**src/rtl/gb_lcd_pkg.sv**
```systemverilog
// Shared types and constants for the Game Boy LCD pixel-bus transmitter.
package gb_lcd_pkg;

    localparam int GB_WIDTH  = 160;
    localparam int GB_HEIGHT = 144;

    typedef enum logic [1:0] {
        SHADE_WHITE = 2'b00,
        SHADE_LIGHT = 2'b01,
        SHADE_DARK  = 2'b10,
        SHADE_BLACK = 2'b11
    } shade_t;

    typedef enum logic [2:0] {
        ST_IDLE  = 3'd0,
        ST_VSYNC = 3'd1,
        ST_VGAP  = 3'd2,
        ST_SETUP = 3'd3,
        ST_LATCH = 3'd4,
        ST_HOLD  = 3'd5,
        ST_HSYNC = 3'd6,
        ST_HGAP  = 3'd7
    } lcd_state_t;

    // Bits for a down-counter that must hold (largest duration - 1).
    function automatic int phase_width(input int a, input int b, input int c, input int d);
        int m;
        m = a;
        if (b > m) m = b;
        if (c > m) m = c;
        if (d > m) m = d;
        if (m < 2) begin
            return 1;
        end else begin
            return $clog2(m);
        end
    endfunction

endpackage

```
**src/rtl/phase_timer.sv**
```systemverilog
// Loadable down-counter shared by the latch, sync and gap phases.
// Loading N-1 makes the current phase last N cycles; done is high on the last one.
module phase_timer #(
    parameter int PH_W = 3
) (
    input  logic            clock,
    input  logic            reset,
    input  logic            load,
    input  logic [PH_W-1:0] load_value,
    output logic            done
);

    logic [PH_W-1:0] count_r;

    // Count down to zero and park there until the next load.
    always_ff @(posedge clock or negedge reset) begin
        if (!reset) begin
            count_r <= PH_W'(0);
        end else if (load) begin
            count_r <= load_value;
        end else if (count_r != PH_W'(0)) begin
            count_r <= count_r - PH_W'(1);
        end else begin
            count_r <= count_r;
        end
    end

    assign done = (count_r == PH_W'(0));

endmodule

```
**src/rtl/gb_lcd_transmitter.sv**
```systemverilog
// Game Boy LCD pixel-bus transmitter: turns a 2-bit pixel stream into
// vsync / per-pixel data_latch / hsync framing. Strobes are registered
// decodes of the current state, so they trail the state by one cycle; this
// puts pixel_data one cycle ahead of each latch rise and keeps it stable for
// one cycle after each fall. px_ready tracks the state directly so the
// handshake lines up with SETUP.
module gb_lcd_transmitter
    import gb_lcd_pkg::*;
#(
    parameter int WIDTH        = GB_WIDTH,
    parameter int HEIGHT       = GB_HEIGHT,
    parameter int LATCH_CYCLES = 2,
    parameter int HSYNC_CYCLES = 4,
    parameter int VSYNC_CYCLES = 8,
    parameter int GAP_CYCLES   = 2
) (
    input  logic       clock,
    input  logic       reset,
    input  logic       enable,
    input  logic       px_valid,
    input  logic [1:0] px_data,
    output logic       px_ready,
    output logic [1:0] pixel_data,
    output logic       data_latch,
    output logic       hsync,
    output logic       vsync,
    output logic       frame_done,
    output logic       underflow
);

    localparam int PH_W = phase_width(LATCH_CYCLES, HSYNC_CYCLES, VSYNC_CYCLES, GAP_CYCLES);
    localparam logic [PH_W-1:0] LATCH_LOAD = PH_W'(LATCH_CYCLES - 1);
    localparam logic [PH_W-1:0] HSYNC_LOAD = PH_W'(HSYNC_CYCLES - 1);
    localparam logic [PH_W-1:0] VSYNC_LOAD = PH_W'(VSYNC_CYCLES - 1);
    localparam logic [PH_W-1:0] GAP_LOAD   = PH_W'(GAP_CYCLES - 1);
    localparam logic [7:0]      LAST_COL   = 8'(WIDTH - 1);
    localparam logic [7:0]      LAST_LINE  = 8'(HEIGHT - 1);

    lcd_state_t      state_r;
    lcd_state_t      state_s;
    logic [7:0]      col_r;
    logic [7:0]      line_r;
    logic            load_s;
    logic [PH_W-1:0] load_value_s;
    logic            phase_done_s;
    logic            handshake_s;
    logic            line_last_s;

    assign handshake_s = px_valid & px_ready;
    assign line_last_s = (line_r == LAST_LINE);

    phase_timer #(
        .PH_W(PH_W)
    ) u_phase_timer (
        .clock      (clock),
        .reset      (reset),
        .load       (load_s),
        .load_value (load_value_s),
        .done       (phase_done_s)
    );

    // Next-state logic and phase-timer loads for each timed state.
    always_comb begin
        state_s      = state_r;
        load_s       = 1'b0;
        load_value_s = PH_W'(0);
        case (state_r)
            ST_IDLE: begin
                if (enable) begin
                    state_s      = ST_VSYNC;
                    load_s       = 1'b1;
                    load_value_s = VSYNC_LOAD;
                end else begin
                    state_s = ST_IDLE;
                end
            end
            ST_VSYNC: begin
                if (phase_done_s) begin
                    state_s      = ST_VGAP;
                    load_s       = 1'b1;
                    load_value_s = GAP_LOAD;
                end else begin
                    state_s = ST_VSYNC;
                end
            end
            ST_VGAP: begin
                if (phase_done_s) begin
                    state_s = ST_SETUP;
                end else begin
                    state_s = ST_VGAP;
                end
            end
            ST_SETUP: begin
                if (handshake_s) begin
                    state_s      = ST_LATCH;
                    load_s       = 1'b1;
                    load_value_s = LATCH_LOAD;
                end else begin
                    state_s = ST_SETUP;
                end
            end
            ST_LATCH: begin
                if (phase_done_s) begin
                    state_s = ST_HOLD;
                end else begin
                    state_s = ST_LATCH;
                end
            end
            ST_HOLD: begin
                if (col_r == LAST_COL) begin
                    state_s      = ST_HSYNC;
                    load_s       = 1'b1;
                    load_value_s = HSYNC_LOAD;
                end else begin
                    state_s = ST_SETUP;
                end
            end
            ST_HSYNC: begin
                if (phase_done_s) begin
                    state_s      = ST_HGAP;
                    load_s       = 1'b1;
                    load_value_s = GAP_LOAD;
                end else begin
                    state_s = ST_HSYNC;
                end
            end
            ST_HGAP: begin
                if (!phase_done_s) begin
                    state_s = ST_HGAP;
                end else if (!line_last_s) begin
                    state_s = ST_SETUP;
                end else if (enable) begin
                    state_s      = ST_VSYNC;
                    load_s       = 1'b1;
                    load_value_s = VSYNC_LOAD;
                end else begin
                    state_s = ST_IDLE;
                end
            end
            default: begin
                state_s = ST_IDLE;
            end
        endcase
    end

    // State register.
    always_ff @(posedge clock or negedge reset) begin
        if (!reset) begin
            state_r <= ST_IDLE;
        end else begin
            state_r <= state_s;
        end
    end

    // Column and line position; line stops at the last line rather than wrapping.
    always_ff @(posedge clock or negedge reset) begin
        if (!reset) begin
            col_r  <= 8'd0;
            line_r <= 8'd0;
        end else begin
            case (state_r)
                ST_VSYNC: begin
                    col_r  <= 8'd0;
                    line_r <= 8'd0;
                end
                ST_HOLD: begin
                    col_r <= col_r + 8'd1;
                end
                ST_HSYNC: begin
                    col_r <= 8'd0;
                end
                ST_HGAP: begin
                    if (phase_done_s && !line_last_s) begin
                        line_r <= line_r + 8'd1;
                    end else begin
                        line_r <= line_r;
                    end
                end
                default: begin
                    col_r  <= col_r;
                    line_r <= line_r;
                end
            endcase
        end
    end

    // Pixel register: loads only on the handshake, cleared when returning to IDLE.
    always_ff @(posedge clock or negedge reset) begin
        if (!reset) begin
            pixel_data <= SHADE_WHITE;
        end else if (handshake_s) begin
            pixel_data <= px_data;
        end else if (state_s == ST_IDLE) begin
            pixel_data <= SHADE_WHITE;
        end else begin
            pixel_data <= pixel_data;
        end
    end

    // Sticky underflow: a SETUP cycle without a valid pixel.
    always_ff @(posedge clock or negedge reset) begin
        if (!reset) begin
            underflow <= 1'b0;
        end else if ((state_r == ST_SETUP) && !px_valid) begin
            underflow <= 1'b1;
        end else begin
            underflow <= underflow;
        end
    end

    // Registered strobes and ready, all decoded from a single state so they never overlap.
    always_ff @(posedge clock or negedge reset) begin
        if (!reset) begin
            px_ready   <= 1'b0;
            vsync      <= 1'b0;
            hsync      <= 1'b0;
            data_latch <= 1'b0;
            frame_done <= 1'b0;
        end else begin
            px_ready   <= (state_s == ST_SETUP);
            vsync      <= (state_r == ST_VSYNC);
            hsync      <= (state_r == ST_HSYNC);
            data_latch <= (state_r == ST_LATCH);
            frame_done <= (state_r == ST_HGAP) && phase_done_s && line_last_s;
        end
    end

endmodule

```
**config.mk**
```make
export PLATFORM = sky130hd
export DESIGN_NAME = gb_lcd_transmitter
export DESIGN_NICKNAME = d
export VERILOG_FILES = /design/src/rtl/gb_lcd_pkg.sv /design/src/rtl/phase_timer.sv /design/src/rtl/gb_lcd_transmitter.sv
export SDC_FILE = /design/constraint.sdc
export NUM_CORES = 1
export LEC_CHECK = 0
export BUFFER_PORTS_ARGS = -buffer_cell sky130_fd_sc_hd__buf_4
export CAP_MARGIN = 20
export CORE_MARGIN = 5
export CORE_UTILIZATION = 62
export DETAILED_ROUTE_END_ITERATION = 8
export PLACE_DENSITY = 0.85
export SYNTH_ARGS = -nofsm -noshare
export SYNTH_HDL_FRONTEND = slang
export SYNTH_SLANG_ARGS = --single-unit
```
**constraint.sdc**
```tcl
create_clock -name clock -period 3.7 [get_ports clock]
set_clock_uncertainty 0.1 [all_clocks]
set_input_delay 0.37 -clock clock [delete_from_list [all_inputs] [get_ports clock]]
set_output_delay 0.37 -clock clock [all_outputs]
set_load 0.02 [all_outputs]
```
Yosys cells after proc, flatten, opt, wreduce, memory -nomap -nowiden
Cells that the tools add are included.
{ "op_classes": {"n_addsub": 3, "n_eq_ne": 11, "mux": 31, "bitwise_logic": 1, "reduce_logical": 16} }
{ "ops": {"columns": ["operator", "n"], "rows": [
  ["8-bit one-hot mux with 2 select lines", 2],
  ["3-bit two-way mux", 9],
  ["3-bit one-hot mux with 8 select lines", 1],
  ["8-bit by 1-bit adder with 8-bit output, second input constant", 2],
  ["8-bit == test, second input constant", 2],
  ["3-bit one-hot mux with 5 select lines", 1],
  ["3-bit == test, second input constant", 4],
  ["1-bit two-way mux", 12],
  ["3-bit by 2-bit == test with 1-bit output, second input constant", 3],
  ["3-bit logical NOT", 3],
  ["2-bit two-way mux", 4],
  ["8-bit two-way mux", 1],
  ["2-bit nonzero test", 4],
  ["1-bit one-hot mux with 5 select lines", 1],
  ["1-bit logical AND", 4],
  ["3-bit by 1-bit == test with 1-bit output, second input constant", 1],
  ["3-bit nonzero test", 1],
  ["3-bit by 1-bit subtractor with 3-bit output, second input constant", 1],
  ["1-bit logical NOT", 2],
  ["2-bit != test, second input constant", 1],
  ["2-bit AND reduction", 1],
  ["2-bit OR reduction", 1],
  ["1-bit bitwise AND", 1]
]} }
{ "word_totals": {"register_bits": 30, "input_bits": 6, "out_inout_bits": 8, "word_cells": 73} }

Depth between registers and ports, before layout
{ "logic_depth": {"word_depth": 7, "mapped_depth": 7} }

By module
From an unflattened synthesis, not the netlist that was laid out.
{ "hier_totals": {"cells_unflattened": 180, "area_unflattened_um2": 1694.1} }
{ "modules_own_cells": {"columns": ["mod", "n_inst", "cells_each", "area_per_inst_um2", "seq_area_each_um2"], "rows": [
  ["gb_lcd_transmitter", 1, 159, 1493.9, 675.6],
  ["phase_timer", 1, 21, 200.2, 75.1]
]} }

Worst setup path before layout
No wires, ideal clock.
{ "synth_path": {"kind": "register -> register", "start": "register u_phase_timer.count_r[0]", "end": "register pixel_data[0]", "setup_ns": 0.120, "t_arrival_ns": 1.905, "slack_ns": 1.576, "stages_incl_launch_ff": 8, "path_buffers": 0, "cell_sequence": "dfrtp_1 -> inv_1 -> ha_1 -> nor2b_1 -> o22ai_1 -> or3_1 -> or3_1 -> a31o_1"} }
{ "synth_between": {"elab_chain_len": 5, "elab_cells_between_ends": 9, "cone_classes": "6 x mux; 3 x reduce/logical"} }
{ "synth_lines": {"columns": ["element", "line_no", "source"], "rows": [
  ["start: declaration", "phase_timer.sv:13", "logic [PH_W-1:0] count_r;"],
  ["start signal: assignment", "phase_timer.sv:20", "count_r <= load_value;"],
  ["start signal: assignment", "phase_timer.sv:22", "count_r <= count_r - PH_W'(1);"],
  ["start signal: assignment", "phase_timer.sv:24", "count_r <= count_r;"],
  ["3-bit logical NOT", "phase_timer.sv:28", "assign done = (count_r == PH_W'(0));"],
  ["3-bit two-way mux", "gb_lcd_transmitter.sv:128", "if (!phase_done_s) begin"],
  ["3-bit one-hot mux with 8 select lines", "gb_lcd_transmitter.sv:67", "case (state_r)"],
  ["named net state_s[2]", "gb_lcd_transmitter.sv:40", "lcd_state_t state_s;"],
  ["3-bit logical NOT", "gb_lcd_transmitter.sv:193", "end else if (state_s == ST_IDLE) begin"],
  ["2-bit nonzero test (no line)", null, null],
  ["end signal: assignment", "gb_lcd_transmitter.sv:192", "pixel_data <= px_data;"],
  ["end signal: assignment", "gb_lcd_transmitter.sv:196", "pixel_data <= pixel_data;"],
  ["end: declaration", "gb_lcd_transmitter.sv:23", "output logic [1:0] pixel_data,"]
]} }
The timed path passes the listed nets, and every way through them passes these cells.
A chain may end at the register's enable or synchronous reset.

Worst setup path after layout
{ "layout_path": {"start": "register u_phase_timer.count_r[0]", "end": "register pixel_data[1]"} }
Same word-level chain as after synthesis.

==> flow_summary.toml <==
[run_status]
run_status = "completed"

[logic_synthesis]
synth-main-ff-cell = "dfrtp_1"
synth.top_cells.by_area = "dfrtp_1, nand2_1, nor2_1"
synth_top_area_cell = "dfrtp_1"
synth_area_um2 = 1560
synthesis.area_per_instance_um2 = 9.46
synth_seq_area_share_pct = 48.1
netlist-cell-type-count = 42
syn_inst = 165
asyncSetResetFlopFracSynth_pct = 100
synth.top_cell.area_share_pct = 48.1
synth-edff-count = 0
synth-seq-cells = 30
synth_nets = 175
synth_warnings = 0

[clocking]
numCtsBuffers = 5
cts_repair_resize_count = 0
clockBufferDepth = 2
post-cts-setup-buffers = 0
cts.sinks = 30
clock-root-buffer = "clkbuf_4"
cts_tree = "yes"
cts.reportedPaths.clkPinSlew_ps = 90
cts-htree-levels = 2
skew_pair_late_insertion_delay_ps = 340

[route]
routed_via_density = 6.07
drc = 0
drtIter0Drc = 56
antenna_left = 0
route.detailed.wl_per_inst_um = 14.6
dr.pass1.iters = 4
dr_total_vias = 1280
totalWireLength_um = 3090

[cells_and_area]
multi_input_area_um2 = 771
regArea_um2 = 751
postLayoutCoreUtil_pct = 71.6
finish.net_count = 192
antennaDiodeCount = 0
final.fill_count = 191
layout-area-overhead-vs-synth_pct = 11.5
stdcell_count = 211
layout.cells.most_common = "dfrtp_1"
final_cell_mix = "dfrtp_1, nand2_1, nor2_1, buf_4, nand3_1"
drive_gt1_share_pct = 12.7

[critical_path]
critical_path.n_buffers_inverters = 1
critical_path_class = "register to register"
path_max_fanout = 4
critical_path.startpoint_type = "register"
worst-endpoint-required_ps = 3840
timing.critical_path.to_type = "register"
cp_slowest_stage_delay_ps = 390
path_cells = "inv_1, ha_1, nor2b_1, o22ai_1, or3_1, or3_1, a31o_1"
critical-path-slowest-cell = "or3_1"
arrival_time_of_data_at_the_critical_path_endpoint_ps = 2460
critical_path_s_top_delay_family = "simple AND/OR/NAND/NOR gates"
cp_common_cell = "or3_1"

[placed_design]
io_buffer_count = 13
gpl.final_weighted_congestion = 0.842
place_hpwl_um = 2180
worst_slack_after_detailed_placement_ps = 1380
place_inst = 204

[grt]
first_global_vias = 1278
grt_antenna_before_repair = 0
global_route_wire_length_before_repair_um = 5260
grtUsageMet2_pct = 32.3
globalRoute.totalOverflow = 0
grt_use_met3_pct = 4.97
gr-usage-met1_pct = 23.5
grt_usage_pct = 20.0
gr-max-usage-layer = "met2"
grt_start_max_net_pins = 31

[timing]
tmin_final_ps = 2320
final_max_slew_viol_count = 0
relSlewSlack_pct = 50.6
rsz_0062_raised_after_global_routing = "no"
report.final.setup_viol = 0
fin_tns_setup_ps = 0
timing.fmax_mhz = 430
finalHoldViolCount = 0
max_slew.worst_pin.slew_ps = 736
postLayoutSetupSlackWorst_ps = 1380
finalCritPeriodShare_pct = 62.8

[floorplan]
die_outline_area_um2 = 3620
floorplan.initialDensity_pct = 64.1
top_level_ports = 14
die-width_um = 60.2
row_count = 18
floorplan_die_height_um = 60.2
fp.coreArea_um2 = 2430

[min_path]
worstHoldPathType = "input port to register"

[power_and_ir_drop]
leakage_nw = 0.828
power_density_nw_per_um2 = 612
vdd.ir_drop.worst_mv = 0.429

[flow_run]
cap_violations = 0
-- cell families after synthesis --
logic type,share of synthesized area (%)
adder cells (fa/ha/maj),3.21
AND/OR/NAND/NOR,26.3
flip-flops,48.1
multiplexers,3.93
buffers and inverters,2.49
AO/OA/AOI/OAI,12.0
XOR/XNOR,3.93
-- routing by layer --
| layer | part of all wire, % | wire, um | vias to the layer above |
|---|---|---|---|
| met3 | 5.5 | 171 | 10 |
| met2 | 48 | 1480 | 38 |
| li1 | - | - | 622 |
| met1 | 44 | 1360 | 610 |
| met5 | 0 | 0 | - |
| met4 | 2.8 | 87 | 0 |
-- sequential cells by signal, summed over array words and instances (netlist names) --
signal	count
col_r	8
line_r	8
state_r	3
u_phase_timer.count_r	3
pixel_data	2
data_latch	1
frame_done	1
hsync	1
px_ready	1
underflow	1
vsync	1
-- per-stage QoR --
stage	total power [mW]	hold WS (ps)	area [um2]
6_report	1.07	124	1740
5_1_grt	1.15	145	1740
4_1_cts	1.07	128	1740
3_5_place_dp	0.878	216	1680
3_3_place_gp	0.858	211	1680
2_1_floorplan	0.762	-25.6	1560
-- cells in the mapped netlist, types with 2 or more instances --
library cell,instances
inv_1,6
nand3b_1,2
nand3_1,10
a31o_1,2
o21ai_0,9
nor2b_1,2
nor4_1,2
o31ai_1,2
nand2b_1,2
and3_1,5
a211oi_1,2
nor2_1,18
or3_1,2
o22ai_1,2
mux2i_1,5
nand4_1,2
xnor2_1,2
nor3_1,6
dfrtp_1,30
a21o_1,2
a21oi_1,2
ha_1,4
xor2_1,5
nand2_1,21
clkbuf_1,3
-- cell type report --
cell class / instances / share of cell area, %
Clock buffer: 6 / 2.95
Inverter: 6 / 1.29
Multi-Input combinational cell: 125 / 44.3
Sequential cell: 30 / 43.1
Tap cell: 30 / 2.16
Timing Repair Buffer: 14 / 6.18
-- power breakdown --
group / total, mW / internal [mW] / switching (mW)
clock network: 0.188 / 0.0853 / 0.103
logic: 0.406 / 0.169 / 0.237
registers: 0.471 / 0.388 / 0.0838
total: 1.07 / 0.642 / 0.424
-- worst paths after layout --
kind | from | to | slack [ps] | cells past startpoint
max | u_phase_timer.count_r[0] | pixel_data[1] | 1380 | 7
min | px_valid | underflow | 120 | 2
max reg2reg | u_phase_timer.count_r[0] | pixel_data[1] | 1380 | 7
min reg2reg | underflow | underflow | 390 | 2
max in group asynchronous | reset | line_r[3] | 2830 | 2
min in group asynchronous | reset | state_r[2] | 380 | 2
-- worst reg2reg max path, stage by stage, from the launching register on --
cell and delay [ps]:
dfrtp_1 360, inv_1 110, ha_1 240, nor2b_1 320
o22ai_1 120, or3_1 390, or3_1 380, a31o_1 220
-- timing repair --
item / CTS / global route
endpoints found under the hold margin: 30 / 0
hold buffers: 1 / 0
endpoints found under the setup margin: 0 / 0
Power figures use the tool's default switching activity.
